File: config.mk
export PLATFORM = sky130hd
export DESIGN_NAME = instr_fetch
export DESIGN_NICKNAME = d
export VERILOG_FILES = /design/src/rtl/instr_fetch.sv
export SDC_FILE = /design/constraint.sdc
export NUM_CORES = 1
export LEC_CHECK = 0
export BUFFER_PORTS_ARGS = -buffer_cell sky130_fd_sc_hd__buf_2
export CAP_MARGIN = 5
export CORE_MARGIN = 5
export CORE_UTILIZATION = 45
export CTS_CLUSTER_DIAMETER = 40
export DETAILED_ROUTE_END_ITERATION = 10
export PLACE_DENSITY_LB_ADDON = 0.2
export SLEW_MARGIN = 20
export SYNTH_ARGS = -nofsm -noshare
export SYNTH_HDL_FRONTEND = slang
export SYNTH_SLANG_ARGS = --single-unit
File: constraint.sdc
create_clock -name i_clk -period 4.7 [get_ports i_clk]
set_input_delay 0.47 -clock i_clk [delete_from_list [all_inputs] [get_ports i_clk]]
set_output_delay 0.47 -clock i_clk [all_outputs]
set_load 0.1 [all_outputs]
File: src/rtl/instr_fetch.sv
// Instruction fetch stage: owns the PC, issues credit-limited word requests, buffers responses for decode.
// Optional build macro FETCH_MISALIGN_TRAP_EN: a misaligned redirect target halts fetch and raises o_misaligned.
module instr_fetch #(
  parameter logic [31:0] RESET_ADDR = 32'h0000_0000,
  parameter int          BUF_DEPTH  = 2
) (
  input  logic        i_clk,
  input  logic        i_rst,
  output logic        o_imem_req,
  output logic [31:0] o_imem_addr,
  input  logic        i_imem_ready,
  input  logic        i_imem_rvalid,
  input  logic [31:0] i_imem_rdata,
  output logic        o_valid,
  output logic [31:0] o_instr,
  output logic [31:0] o_pc,
  input  logic        i_ready,
  input  logic        i_redirect,
  input  logic [31:0] i_redirect_pc,
  input  logic        i_halt,
  output logic        o_halted
`ifdef FETCH_MISALIGN_TRAP_EN
  ,
  output logic        o_misaligned
`endif
);

  localparam int CW = $clog2(BUF_DEPTH + 1);
  localparam int PW = (BUF_DEPTH > 1) ? $clog2(BUF_DEPTH) : 1;
  localparam logic [PW-1:0] LAST_PTR = PW'(BUF_DEPTH - 1);
  localparam logic [CW:0]   DEPTH_W  = (CW + 1)'(BUF_DEPTH);

  localparam logic [0:0] S_RUN    = 1'b0;
  localparam logic [0:0] S_HALTED = 1'b1;

  function automatic logic [PW-1:0] ptr_inc(input logic [PW-1:0] p);
    return (p == LAST_PTR) ? '0 : p + PW'(1);
  endfunction

  logic [0:0]    state;
  logic [31:0]   pc;
  logic [CW-1:0] inflight;
  logic [CW-1:0] count;
  logic [CW-1:0] drop_cnt;

  logic [31:0]   pcq [BUF_DEPTH];
  logic [PW-1:0] pq_wr;
  logic [PW-1:0] pq_rd;

  logic [31:0]   buf_instr [BUF_DEPTH];
  logic [31:0]   buf_pc    [BUF_DEPTH];
  logic [PW-1:0] bf_wr;
  logic [PW-1:0] bf_rd;

  logic          run;
  logic          misalign;
  logic          halt_now;
  logic          redir_now;
  logic          flush;
  logic          req_int;
  logic          accept;
  logic          dropping;
  logic          push;
  logic          pop;
  logic [CW:0]   occupancy;
  logic [31:0]   redirect_tgt;

  always_comb begin
    run = (state == S_RUN);
`ifdef FETCH_MISALIGN_TRAP_EN
    misalign = |i_redirect_pc[1:0];
`else
    misalign = 1'b0;
`endif
    // Low target bits are dropped so the issued address always stays word aligned.
    redirect_tgt = i_redirect_pc & ~32'h3;
    halt_now     = run & (i_halt | (i_redirect & misalign));
    redir_now    = run & i_redirect & ~halt_now;
    flush        = halt_now | redir_now;
    occupancy    = {1'b0, inflight} + {1'b0, count};
    req_int      = run & ~i_redirect & ~i_halt & (occupancy < DEPTH_W);
    accept       = req_int & i_imem_ready;
    dropping     = i_imem_rvalid & (drop_cnt != '0);
    push         = i_imem_rvalid & ~dropping & run & ~flush;
    pop          = (count != '0) & i_ready & run & ~flush;
  end

  always_ff @(posedge i_clk) begin
    if (!i_rst) begin
      state    <= S_RUN;
      pc       <= {RESET_ADDR[31:2], 2'b00};
      inflight <= '0;
      count    <= '0;
      drop_cnt <= '0;
      pq_wr    <= '0;
      pq_rd    <= '0;
      bf_wr    <= '0;
      bf_rd    <= '0;
    end else begin
      inflight <= inflight + CW'(accept) - CW'(i_imem_rvalid);
      if (accept)        pq_wr <= ptr_inc(pq_wr);
      if (i_imem_rvalid) pq_rd <= ptr_inc(pq_rd);
      if (halt_now)      state <= S_HALTED;
      if (redir_now)     pc <= redirect_tgt;
      else if (accept)   pc <= pc + 32'd4;
      if (flush) begin
        // Everything still outstanding after this cycle's response is stale.
        drop_cnt <= inflight - CW'(i_imem_rvalid);
        count    <= '0;
        bf_wr    <= '0;
        bf_rd    <= '0;
      end else begin
        if (dropping) drop_cnt <= drop_cnt - CW'(1);
        count <= count + CW'(push) - CW'(pop);
        if (push) bf_wr <= ptr_inc(bf_wr);
        if (pop)  bf_rd <= ptr_inc(bf_rd);
      end
    end
  end

  always_ff @(posedge i_clk) begin
    if (accept) pcq[pq_wr] <= pc;
    if (push) begin
      buf_instr[bf_wr] <= i_imem_rdata;
      buf_pc[bf_wr]    <= pcq[pq_rd];
    end
  end

`ifdef FETCH_MISALIGN_TRAP_EN
  always_ff @(posedge i_clk) begin
    if (!i_rst)                                      o_misaligned <= 1'b0;
    else if (run & i_redirect & misalign & ~i_halt)  o_misaligned <= 1'b1;
  end
`endif

  assign o_imem_req  = i_rst & req_int;
  assign o_imem_addr = pc;
  assign o_valid     = i_rst & run & (count != '0);
  assign o_instr     = buf_instr[bf_rd];
  assign o_pc        = buf_pc[bf_rd];
  assign o_halted    = i_rst & (state == S_HALTED);

  rvalid_needs_inflight: assert property (@(posedge i_clk) disable iff (!i_rst)
    !(i_imem_rvalid && (inflight == '0)));

endmodule
# Word level (Yosys, flattened, before mapping)
# Memory sizes are Yosys's and may differ from the RTL's. A register that Yosys moved wholly into a read port is not among the register bits.
# Cells that the tools add are included.
word_totals:
  reg_bits: 43
  ramBits: 192
  in_bits: 71
  out_inout_bits: 99
  wordCells: 76
  n_memories: 3
mem_list:
  columns: ["memory", "words", "word_bits", "rd", "rd_clocked_by_memory_dff", "write_ports", "line_no", "text"]
  rows:
  - ["buf_instr", 2, 32, 1, 1, 1, "50", "logic [31:0] buf_instr [BUF_DEPTH];"]
  - ["buf_pc", 2, 32, 1, 1, 1, "51", "logic [31:0] buf_pc [BUF_DEPTH];"]
  - ["pcq", 2, 32, 1, 1, 1, "46", "logic [31:0] pcq [BUF_DEPTH];"]
op_classes:
  addsub: 12
  order_cmp: 1
  n_mux: 18
  bitwise_logic: 26
  n_reduce_logical: 6
op_table:
  columns: ["cell", "n"]
  rows:
  - ["32-bit 2-to-1 mux", 2]
  - ["32-bit by 3-bit adder with 32-bit output (second input constant)", 1]
  - ["1-bit bitwise AND", 18]
  - ["1-bit 2-to-1 mux", 14]
  - ["2-bit nonzero test", 4]
  - ["1-bit inverter", 7]
  - ["2-bit by 1-bit subtractor with 2-bit output", 3]
  - ["1-bit adder (second input constant)", 4]
  - ["2-bit by 1-bit adder with 2-bit output", 2]
  - ["2-bit 2-to-1 mux", 2]
  - ["2-bit OR reduction", 2]
  - ["2-bit by 2-bit adder with 3-bit output", 1]
  - ["3-bit by 2-bit less-than comparator with 1-bit output (second input constant)", 1]
  - ["2-bit by 1-bit subtractor with 2-bit output (second input constant)", 1]
  - ["1-bit OR", 1]

# Depth between registers and ports, before layout
# Gate-level depths: netlist of the first run.
logic_depth:
  word_depth: 9
  ltp_mapped: 12
  mapped_depth_nobuf: 11

# Least setup slack after synthesis of the first run
# No wires, ideal clock.
synth_timing:
  kind: "input -> register"
  startpoint: "input i_redirect"
  endpoint: "memory buf_instr[0][0] (enable)"
  setup_time_ns: 0.482
  arrival_ns: 3.499
  t_required_ns: 4.218
  setup_slack_ns: 0.719
  stages: 3
  n_path_buf: 0
  path_cell_list: "nor3_1 > nand3_1 > nor2_1"
synth_between:
  elab_chain_cells: 7
synth_lines:
  columns: ["item", "line_no", "text"]
  rows:
  - ["start: declaration", "18", "input logic i_redirect,"]
  - ["1-bit bitwise AND (2 in a row)", "78", "redir_now = run & i_redirect & ~halt_now;"]
  - ["1-bit OR", "79", "flush = halt_now | redir_now;"]
  - ["1-bit inverter", "84", "push = i_imem_rvalid & ~dropping & run & ~flush;"]
  - ["1-bit bitwise AND", "84", null]
  - ["1-bit 2-to-1 mux", "123", "if (push) begin"]
  - ["1-bit 2-to-1 mux (implied by the code)", "124", "buf_instr[bf_wr] <= i_imem_rdata;"]
  - ["end: declaration", "50", null]
# Every way passes these cells.

==> results of run 1 <==
-- logic make-up after synthesis --
| family | count (synthesis) |
|---|---|
| DFF | 227 |
| and+or+nand+nor | 109 |
| muxes | 93 |
| AOI/OAI and AO/OA | 71 |
| buffers and inverters | 42 |
| xor gates and xnor gates | 28 |
| adders and majority gates | 8 |
| other | 1 |
-- cells in the mapped netlist (all sizes together), types with 11 or more instances --
| master | n | share of area [%] |
|---|---|---|
| mux2 | 92 | 11 |
| nand3 | 11 | 0.61 |
| inv | 12 | 0.50 |
| nor3 | 13 | 0.72 |
| o21ai | 29 | 1.6 |
| xnor2 | 22 | 2.1 |
| edfxtp | 184 | 61 |
| nor2 | 19 | 0.79 |
| dfxtp | 43 | 9.5 |
| nand2 | 17 | 0.71 |
| clkbuf | 22 | 0.92 |
| a21oi | 24 | 1.3 |
-- layout by cell type, fill, tap and decap left out, drive strengths merged, types with 10 or more instances in the layout --
cell / n
a21oi: 24
o21ai: 29
xnor2: 22
nand3: 11
mux2: 92
nand4: 10
edfxtp: 184
buf: 171
nand2: 17
dfxtp: 43
clkbuf: 33
nor2: 19
nor3: 13
inv: 18
-- registers in the layout, summed over array words and instances, names as in the netlist, named ones only --
name and count:
inflight 2, state 1, o_imem_addr 30, pq_rd 1, bf_wr 1, pq_wr 1, drop_cnt 2, buf_instr 64
bf_rd 1, count 2, pcq 60, buf_pc 60
-- stage by stage --
stage | hold WS [ps] | std cells | utilization, %
2_1_floorplan | 480 | 582 | -
3_5_place_dp | 497 | 988 | 51.7
5_1_grt | 111 | 1040 | 56.5
6_report | 130 | 1040 | 56.5
4_1_cts | 106 | 1040 | 56.5
3_3_place_gp | 489 | 988 | 51.7
-- worst paths after layout --
kind / cells after the start / endpoint / start
setup / recovery: 3 / o_instr[29] / flop
hold / removal: 1 / buf_instr[1][10]$_DFFE_PP_ / i_imem_rdata[10]
setup reg to reg: 6 / pcq[0][14]$_DFFE_PP_ / count[0]$_SDFF_PP0_
hold reg to reg: 2 / flop / bf_rd$_SDFFE_PP0P_
-- critical path, cell delays in order (launching register included) --
cell and delay (ps):
dfxtp_2 960, buf_4 470, mux2_2 390, buf_2 290
-- routing by layer --
| metal | vias to the layer above | wire length, µm |
|---|---|---|
| met1 | 2589 | 7990 |
| met2 | 197 | 9020 |
| li1 | 2552 | - |
| met4 | 0 | 379 |
| met5 | - | 0 |
| met3 | 29 | 1460 |
-- power groups by stage --
stage                     clock (mW)  sequential [mW]  combinational, mW
final                           2.11             2.28              0.463
after global routing            2.25             2.29              0.489
after detailed placement           0             2.32              0.465
after global placement             0             2.32              0.456
after floorplan                    0             2.42              0.258
after CTS                       2.16             2.28              0.467
-- cell type report --
cell class | instances | area (µm²) | area share (%)
Sequential cell | 227 | 6390 | 57.7
Multi-Input combinational cell | 313 | 2480 | 22.4
Timing Repair Buffer | 171 | 876 | 7.91
Clock buffer | 33 | 761 | 6.87
Tap cell | 265 | 332 | 3.00
Clock inverter | 19 | 186 | 1.68
Inverter | 12 | 45.0 | 0.407
==> summary.md, run 1 <==
| Metric | Value |
|---|---|
| Detailed Place HPWL | 12.6 mm |
| Fill cell count | approximately 1600 |
| Clk Latency, worst-skew pair | 520 ps |
| Synth Warn # | 0 |
| Unrepaired setup endpoints after global routing | no |
| Die width | ~150 µm |
| Psw | around 1.2 mW |
| Clock Skew | 11.1 ps |
| Leakage power | about 4 nW |
| Mapped cell area | ~9000 µm² |
| Achievable Freq | roughly 0.32 GHz |
| Arr. time, crit path | 2680 ps |
| Top_reg_cell synth | edfxtp_1 |
| GP Congestion | about 0.82 |
| WP data required | 4230 ps |
| Clk pin slew, worst setup/hold paths | roughly 60 ps |
| Dpl cell area | between 10000 and 15000 µm² |
| Sw Share | about a quarter |
| Final critical-path share of the clock period | roughly two thirds |
| Post-synthesis mux area share | between 10% and 20% |
| Simple-Gate Fraction of Synth Area | ~7% |
| Initial antenna violation count | 0 |
| Compound-cell area share of the yosys netlist | between 4 and 5% |
| Pin count of the biggest net entering global routing | 54 |
| GR Util met1 | between 20% and 30% |
| Status | completed |
| Nets | roughly 830 |
| M3 GR Usage | around 3.5% |
| PostCTS Resize Cnt | 0 |
| Peak supply drop | 0.000315 V |
| Reg2Reg Setup Slack | 1790 ps |
| Die height | around 150 µm |
| Register area share after synthesis | ~71% |
| Depth of the CTS H-tree | 1 |
| Ratio of cells with drive above 1 in the final layout | roughly two fifths |
| Seq cells post-synth | roughly 230 |
| Hold Path Class | in -> reg |
| Fin area | between 10000 and 15000 µm² |
| Vias | roughly 5400 |
| Overflow after GRT | 0 |
| Critical path fanouts, max | 38 |
| Final hold violation count | 0 |
| N_diodes | 0 |
| XOR/XNOR share of the synthesized area | ~2.7% |
| Final setup viols | 0 |
| Avg Inst Size Synth | 15.6 µm² |
| Worst setup path category | reg -> out |
| Worst slack at placement | 1760 ps |
| CTS tree | yes |
| I/O pins | 170 |
| Internal power | between 3 and 4 mW |
| Final wirelength | approximately 19 mm |
| Num rows | between 50 and 60 |
| Area grow syn2layout | 22.7% |
| Crit. End Element | primary output |
| Crit path launch type | flop |
| Ys async rst share | 0% |
| EDFF count, synth | 184 |
| GRT Util Overall | approximately 16% |
| Post-DR vias/cell | about 5.2 |
| Effective utilization at floorplan | between 40 and 50% |
| DRT iter0 DRCs | 225 |
| Max-Cap Viols | 0 |
| Number of port buffers | 163 |
| Busiest grt layer | met2 |
| Core Area | 19600 µm² |
| Die area | ~23000 µm² |
| CTS Hold Bufs | 0 |
| First-pass GRT wire length | just under 30 mm |
| Post-Synth Adder-Cell Area | under 10% |
| Fin crit period | 3150 ps |
| Postcts setup bufs | 0 |
| Largest family of logic cells by synthesized area | multiplexers |
| Worst Tran Pin Value | between 1000 and 1500 ps |
| Met2 Use GR | about 27% |
| Final Slew Violations | 0 |
| Setup TNS | 0 ps |
| Synthesized instance count | between 500 and 600 |
| Routed wire length per instance | about 18 µm |
| Clock Sink Count | around 230 |
| Clock share of power | between 40% and 50% |
| Synth cell types | 46 |
| PD cells | 438 nW/µm² |
| Sequential Power Share | between 40 and 50% |
| Post-route ant nets | 0 |
| Vias in the first global route | 5475 |
| Clk root buf | clkbuf_16 |
| Drt pass-1 iters | 5 |
| Post-route DRC | 0 |
| Design Power | 4.85 mW |
| Slew HR | ~33% |
| Logic pwr share | roughly a tenth |
| Num CTS Buffers | 29 |
| Final WS setup | approximately 1500 ps |
| Clk buf depth | 3 |
Note: power is estimated with default switching activity, not from simulation.
==> run 2, diff against run 1 <==
clock period = 3.1 ns   (was 4.7 ns; I/O delays follow)
==> run 2 against run 1 <==
  * Combinational power increased by 61%
  * Clock skew increased by 4.1 ps
  * Cell area increased by 4.0%
  * Utilization increased by 2.3 points
  * Routed wire length increased by 3.9%
  * Register-to-register slack got worse by 1500 ps
  * Critical path depth increased by 4
  * First-iteration DRC count decreased by 12%
  * Setup slack got worse by 1300 ps
  * Die area unchanged
  * Non-clock buffer count increased by 37
  * Flip-flop and latch count unchanged
  * Critical path type is now reg -> reg
  * Largest cell class unchanged
  * Largest power group unchanged
  * Highest routed layer unchanged
==> summary.md, run 2 (synthesis gave the netlist of run 1 again) <==
| Metric | Value |
|---|---|
| Unrepaired setup endpoints after global routing | no |
| Max FFs per register | between 60 and 70 |
| Design Power | ~7.5 mW |
| Commonest cells after routing, fill and taps aside | edfxtp_1 (184), buf_2 (163), mux2_2 (92), dfxtp_1 (42), dlygate4sd3_1 (32) |
| Max-Cap Viols | 0 |
| Ratio of cells with drive above 1 in the final layout | roughly 40% |
| Leakage power | between 4 and 5 nW |
| Initial antenna violation count | 0 |
| Slew HR | 61.8% |
| Clk pin slew, worst setup/hold paths | about 60 ps |
| First-pass GRT wire length | 30.3 mm |
| Final Util | about 59% |
| Die area | about 23000 µm² |
| Num rows | slightly above 50 |
| Vias in the first global route | between 5000 and 6000 |
| N_diodes | 0 |
| Final hold violation count | 0 |
| Effective utilization at floorplan | 46.0% |
| Area grow syn2layout | 27.6% |
| Clock Skew | 15.2 ps |
| Peak supply drop | around 0.00042 V |
| I/O pins | 170 |
| Post-route ant nets | 0 |
| Fin crit period | about 2800 ps |
| CTS tree | yes |
| Drt pass-1 iters | 4 |
| Final setup viols | 0 |
| Achievable Freq | between 0.3 and 0.4 GHz |
| Post-route DRC | 0 |
| PostCTS Resize Cnt | 0 |
| GRT Util Overall | between 10% and 20% |
| Clk buf depth | 3 |
| Detailed Place HPWL | 12.9 mm |
| Crit. End Element | flop |
| Clock Sink Count | between 200 and 250 |
| Clk Latency, worst-skew pair | roughly 530 ps |
| DRT iter0 DRCs | 199 |
| Commonest non-fill, non-tap cell in the layout | edfxtp_1 |
| Num CTS Buffers | 30 |
| Nets | 871 |
| Final Slew Violations | 0 |
| Worst setup startpoint | count[0]$_SDFF_PP0_ |
| Vias | between 5000 and 6000 |
| PD cells | approximately 650 nW/µm² |
| Clk root buf | clkbuf_16 |
| Pin count of the biggest net entering global routing | 63 |
| GP Congestion | roughly 0.83 |
| Critical path fanouts, max | 13 |
| Status | completed |
| Number of port buffers | between 150 and 200 |
| Routed wire length per instance | 18.1 µm |
| Final wirelength | between 15 and 20 mm |
| Die height | about 150 µm |
| Worst Tran Pin Value | approximately 570 ps |
| Hold Path Class | in -> reg |
| Worst flop-to-flop path startpoint | count[0]$_SDFF_PP0_ |
| Crit path launch type | flop |
| Hold wc startpoint | i_redirect_pc[2] |
| Depth of the CTS H-tree | 1 |
| Arr. time, crit path | 3200 ps |
| Biggest register | buf_instr |
| Worst setup path category | reg -> reg |
| Final critical-path share of the clock period | 90.6% |
| Die width | between 150 and 200 µm |
| WP data required | approximately 3500 ps |
| Fin Hold WS | roughly 49 ps |
| Core Area | between 15000 and 20000 µm² |
| Overflow after GRT | 0 |
| Largest registers | buf_instr: 64 flops, buf_pc: 60 flops, pcq: 60 flops |
| Post-DR vias/cell | roughly 5 |
==> run 2: cell count changes in the layout (fill, tap and decap cells not counted), sizes merged <==
cell / delta
inv: +1
clkbuf: +2
dlygate4sd3: +32
buf: +5
clkinvlp: -1
clkinv: +2
==> run 2: routing by layer <==
metal,GRT usage [%],share of wire (%),up-vias
met1,21.3,41,2622
met5,0,0,-
met2,29.7,49,179
met3,3.27,7.1,27
li1,-,-,2622
met4,4.67,2.2,0
==> run 2: final timing paths <==
check             slack, ps                      endpoint  cells past startpoint
hold / removal           50   o_imem_addr[2]$_SDFFE_PN0P_                      2
hold reg to reg         510            pq_rd$_SDFFE_PN0P_                      2
setup reg to reg        290  o_imem_addr[26]$_SDFFE_PN0P_                      7
setup / recovery        290  o_imem_addr[26]$_SDFFE_PN0P_                      7
==> run 2: final cells by class <==
class / instances / area, µm²
Multi-Input combinational cell: 313 / 2480
Sequential cell: 227 / 6390
Clock buffer: 35 / 801
Fill cell: 1547 / 8080
Clock inverter: 21 / 193
Timing Repair Buffer: 208 / 1270
Inverter: 12 / 45.0
Tap cell: 265 / 332
==> run 2: what timing repair did <==
item / CTS / global route
endpoints found under the hold margin: 64 / 0
endpoints found under the setup margin: 0 / 0
buffers inserted: 0 / 0
hold buffers: 32 / 0
==> run 2: power breakdown <==
| part | total, mW | internal, mW | switching (mW) |
|---|---|---|---|
| Combinational | 0.744 | 0.205 | 0.539 |
| Clock | 3.32 | 2.04 | 1.28 |
| Sequential | 3.45 | 3.38 | 0.0735 |
| Total | 7.52 | 5.62 | 1.90 |
==> run 2: through the flow <==
step | worst slack [ps] | TNS, ps | instance area [µm²] | cells
3_5_place_dp | 295 | 0 | 10200 | 993
5_1_grt | 189 | 0 | 11500 | 1081
6_report | 291 | 0 | 11500 | 1081
4_1_cts | 286 | 0 | 11500 | 1081
3_3_place_gp | 318 | 0 | 10200 | 993
2_1_floorplan | -835 | -103500 | 9030 | 582
==> run 2: critical path, cell delays in order (launching register included) <==
cell	delay [ps]
dfxtp_1	370
and2_1	160
fa_1	460
or4bb_1	520
or4_4	560
nor4b_1	380
xnor2_1	160
a21oi_1	80
==> run 3, diff against run 2 <==
CELL_PAD_IN_SITES_DETAIL_PLACEMENT = 1   (was default)
CELL_PAD_IN_SITES_GLOBAL_PLACEMENT = 2   (was default)
CORE_UTILIZATION = 39   (was 45)
SKIP_CTS_REPAIR_TIMING = 1   (was default)
==> run 3 against run 2 <==
  * Via count grew 2.4%
  * Clock-buffer cell count grew 4
  * Global-route usage shrank 0.72 points
  * Utilization shrank 6.8 points
  * Sequential share of layout area shrank 1.3 points
  * Register-to-register slack is essentially flat
==> summary.md, run 3 (synthesis gave the netlist of run 1 again) <==
| Metric | Value |
|---|---|
| Peak supply drop | about 0.00031 V |
| Unrepaired setup endpoints after global routing | no |
| CP max-delay cell | or4_4 |
| Routed wire length per instance | slightly below 20 µm |
| Clk pin slew, worst setup/hold paths | approximately 50 ps |
| GR Util met1 | 20.6% |
| Clk root buf | clkbuf_16 |
| N_diodes | 0 |
| GP Congestion | roughly 0.76 |
| WP data required | around 3500 ps |
| Nets | 873 |
| Critical path fanouts, max | 13 |
| Largest registers | buf_instr: 64 flops, buf_pc: 60 flops, pcq: 60 flops |
| Fin crit period | 2810 ps |
| Initial antenna violation count | 1 |
| Reg2reg path depth | 7 |
| Worst path cell trace | and2_1 -> fa_1 -> or4bb_1 -> or4_4 -> nor4b_1 -> xnor2_1 -> a21oi_1 |
| Vias in the first global route | 6108 |
| Critical Path End | o_imem_addr[26]$_SDFFE_PN0P_ |
| Hold Path Class | in -> reg |
| I/O pins | 170 |
| Worst flop-to-flop path startpoint | count[0]$_SDFF_PP0_ |
| Commonest cells after routing, fill and taps aside | edfxtp_1 (184), buf_2 (163), mux2_2 (92), dfxtp_1 (42), clkbuf_16 (37) |
| Fin cells | 1107 |
| Drt pass-1 iters | 4 |
| Dpl cell area | a little over 10000 µm² |
| Clk buf depth | 3 |
| Worst setup path category | reg -> reg |
| Ratio of cells with drive above 1 in the final layout | around two fifths |
| Crit path launch type | flop |
| Busiest grt layer | met2 |
| Commonest non-fill, non-tap cell in the layout | edfxtp_1 |
| Crit. End Element | flop |
| Final wirelength | roughly 22 mm |
| Depth of the CTS H-tree | 2 |
| Leakage power | ~4.3 nW |
| Delay-heaviest family, CP | simple AND/OR/NAND/NOR gates |
| Core Area | between 20000 and 25000 µm² |
| Die area | roughly 26000 µm² |
| Worst Tran Pin Value | ~900 ps |
| Num CTS Buffers | 36 |
| Achievable Freq | between 0.3 and 0.4 GHz |
| Fin area | approximately 12000 µm² |
| Crit Reg-Reg Endpoint | o_imem_addr[26]$_SDFFE_PN0P_ |
| Biggest register | buf_instr |
| Design Power | around 8.5 mW |
| DRT iter0 DRCs | 272 |
| Final hold violation count | 0 |
| Dpl cells | approximately 1000 |
| Effective utilization at floorplan | 39.7% |
| Die height | between 150 and 200 µm |
| Clock Skew | around 15 ps |
| Final critical-path share of the clock period | 90.7% |
| Post-DR vias/cell | roughly 5.0 |
| Slew HR | between 30% and 40% |
| Detailed Place HPWL | 14.3 mm |
| Met2 Use GR | 27.5% |
| First-pass GRT wire length | 33.3 mm |
| Status | completed |
| Final setup viols | 0 |
| Clk Latency, worst-skew pair | 500 ps |
| Die width | 162 µm |
| CP Buf/Inv Count | 0 |
| Final Slew Violations | 0 |
| Area grow syn2layout | 30.8% |
| PD cells | 720 nW/µm² |
| GRT Util Overall | between 15 and 20% |
| Max FFs per register | between 60 and 70 |
| Vias | 5579 |
| Crit-path max cell delay | between 500 and 600 ps |
| Arr. time, crit path | ~3200 ps |
| Num rows | 55 |
| Clock Sink Count | between 200 and 250 |
| Post-route DRC | 0 |
| Levels on crit path | 7 |
| Reg2Reg Setup Slack | a little under 300 ps |
| Final WS setup | between 200 and 300 ps |
| Post-route ant nets | 0 |
| Number of port buffers | about 160 |
| Pin count of the biggest net entering global routing | 63 |
| Worst setup startpoint | count[0]$_SDFF_PP0_ |
| Setup TNS | 0 ps |
| Max-Cap Viols | 0 |
| M3 GR Usage | under 10% |
| CTS tree | yes |
| Worst slack at placement | 271 ps |
| Overflow after GRT | 0 |
-- run 3: cell count changes in the layout (fill, tap and decap cells not counted), sizes merged --
| cell | change |
|---|---|
| clkinv | -1 |
| clkinvlp | +2 |
| buf | +2 |
| inv | -1 |
| dlygate4sd3 | -6 |
| bufinv | +6 |
| clkbuf | +4 |
-- run 3: worst min-delay path by stage --
stage | start | end | cells after the start
final | i_imem_rdata[25] | buf_instr[1][25]$_DFFE_PP_ | 1
after global routing | i_imem_rdata[15] | buf_instr[0][15]$_DFFE_PP_ | 1
after CTS | i_imem_rdata[1] | buf_instr[0][1]$_DFFE_PP_ | 1
after detailed placement | i_imem_rdata[18] | buf_instr[0][18]$_DFFE_PP_ | 1
after global placement | bf_rd$_SDFFE_PP0P_ | flop | 2
after floorplan | i_imem_rdata[0] | buf_instr[0][0]$_DFFE_PP_ | 0
-- run 3: worst register-to-register path: stages, from the launching register on --
cell and delay, ps:
dfxtp_1 360, and2_1 160, fa_1 460, or4bb_1 510, or4_4 560, nor4b_1 390
xnor2_1 160, a21oi_1 80
-- run 3: cell type report --
| type | instances | area [µm²] |
|---|---|---|
| fillers | 2242 | 10900 |
| flip-flops and latches | 227 | 6390 |
| multi-input cells | 313 | 2480 |
| repair buffers | 204 | 1210 |
| clock buffers | 39 | 933 |
| clock inverters | 27 | 377 |
| well taps | 285 | 357 |
| inverters | 12 | 45.0 |
-- run 3: stage by stage --
step	utilization, %	hold WS, ps
final	51.9	11.6
after global routing	51.9	-1.63
after CTS	50.8	-21.5
after detailed placement	45.0	503
after global placement	45.0	497
after floorplan	-	409
-- run 3: routing by layer --
layer / part of all wire, % / up-vias
met4: 1.6 / 2
li1: - / 2630
met3: 5.2 / 31
met1: 43 / 2754
met2: 50 / 162
met5: 0.060 / -
-- run 3: power by group --
part | internal (mW) | switching (mW) | total (mW)
registers | 3.38 | 0.0730 | 3.45
logic | 0.203 | 0.549 | 0.751
clock network | 2.87 | 1.42 | 4.29
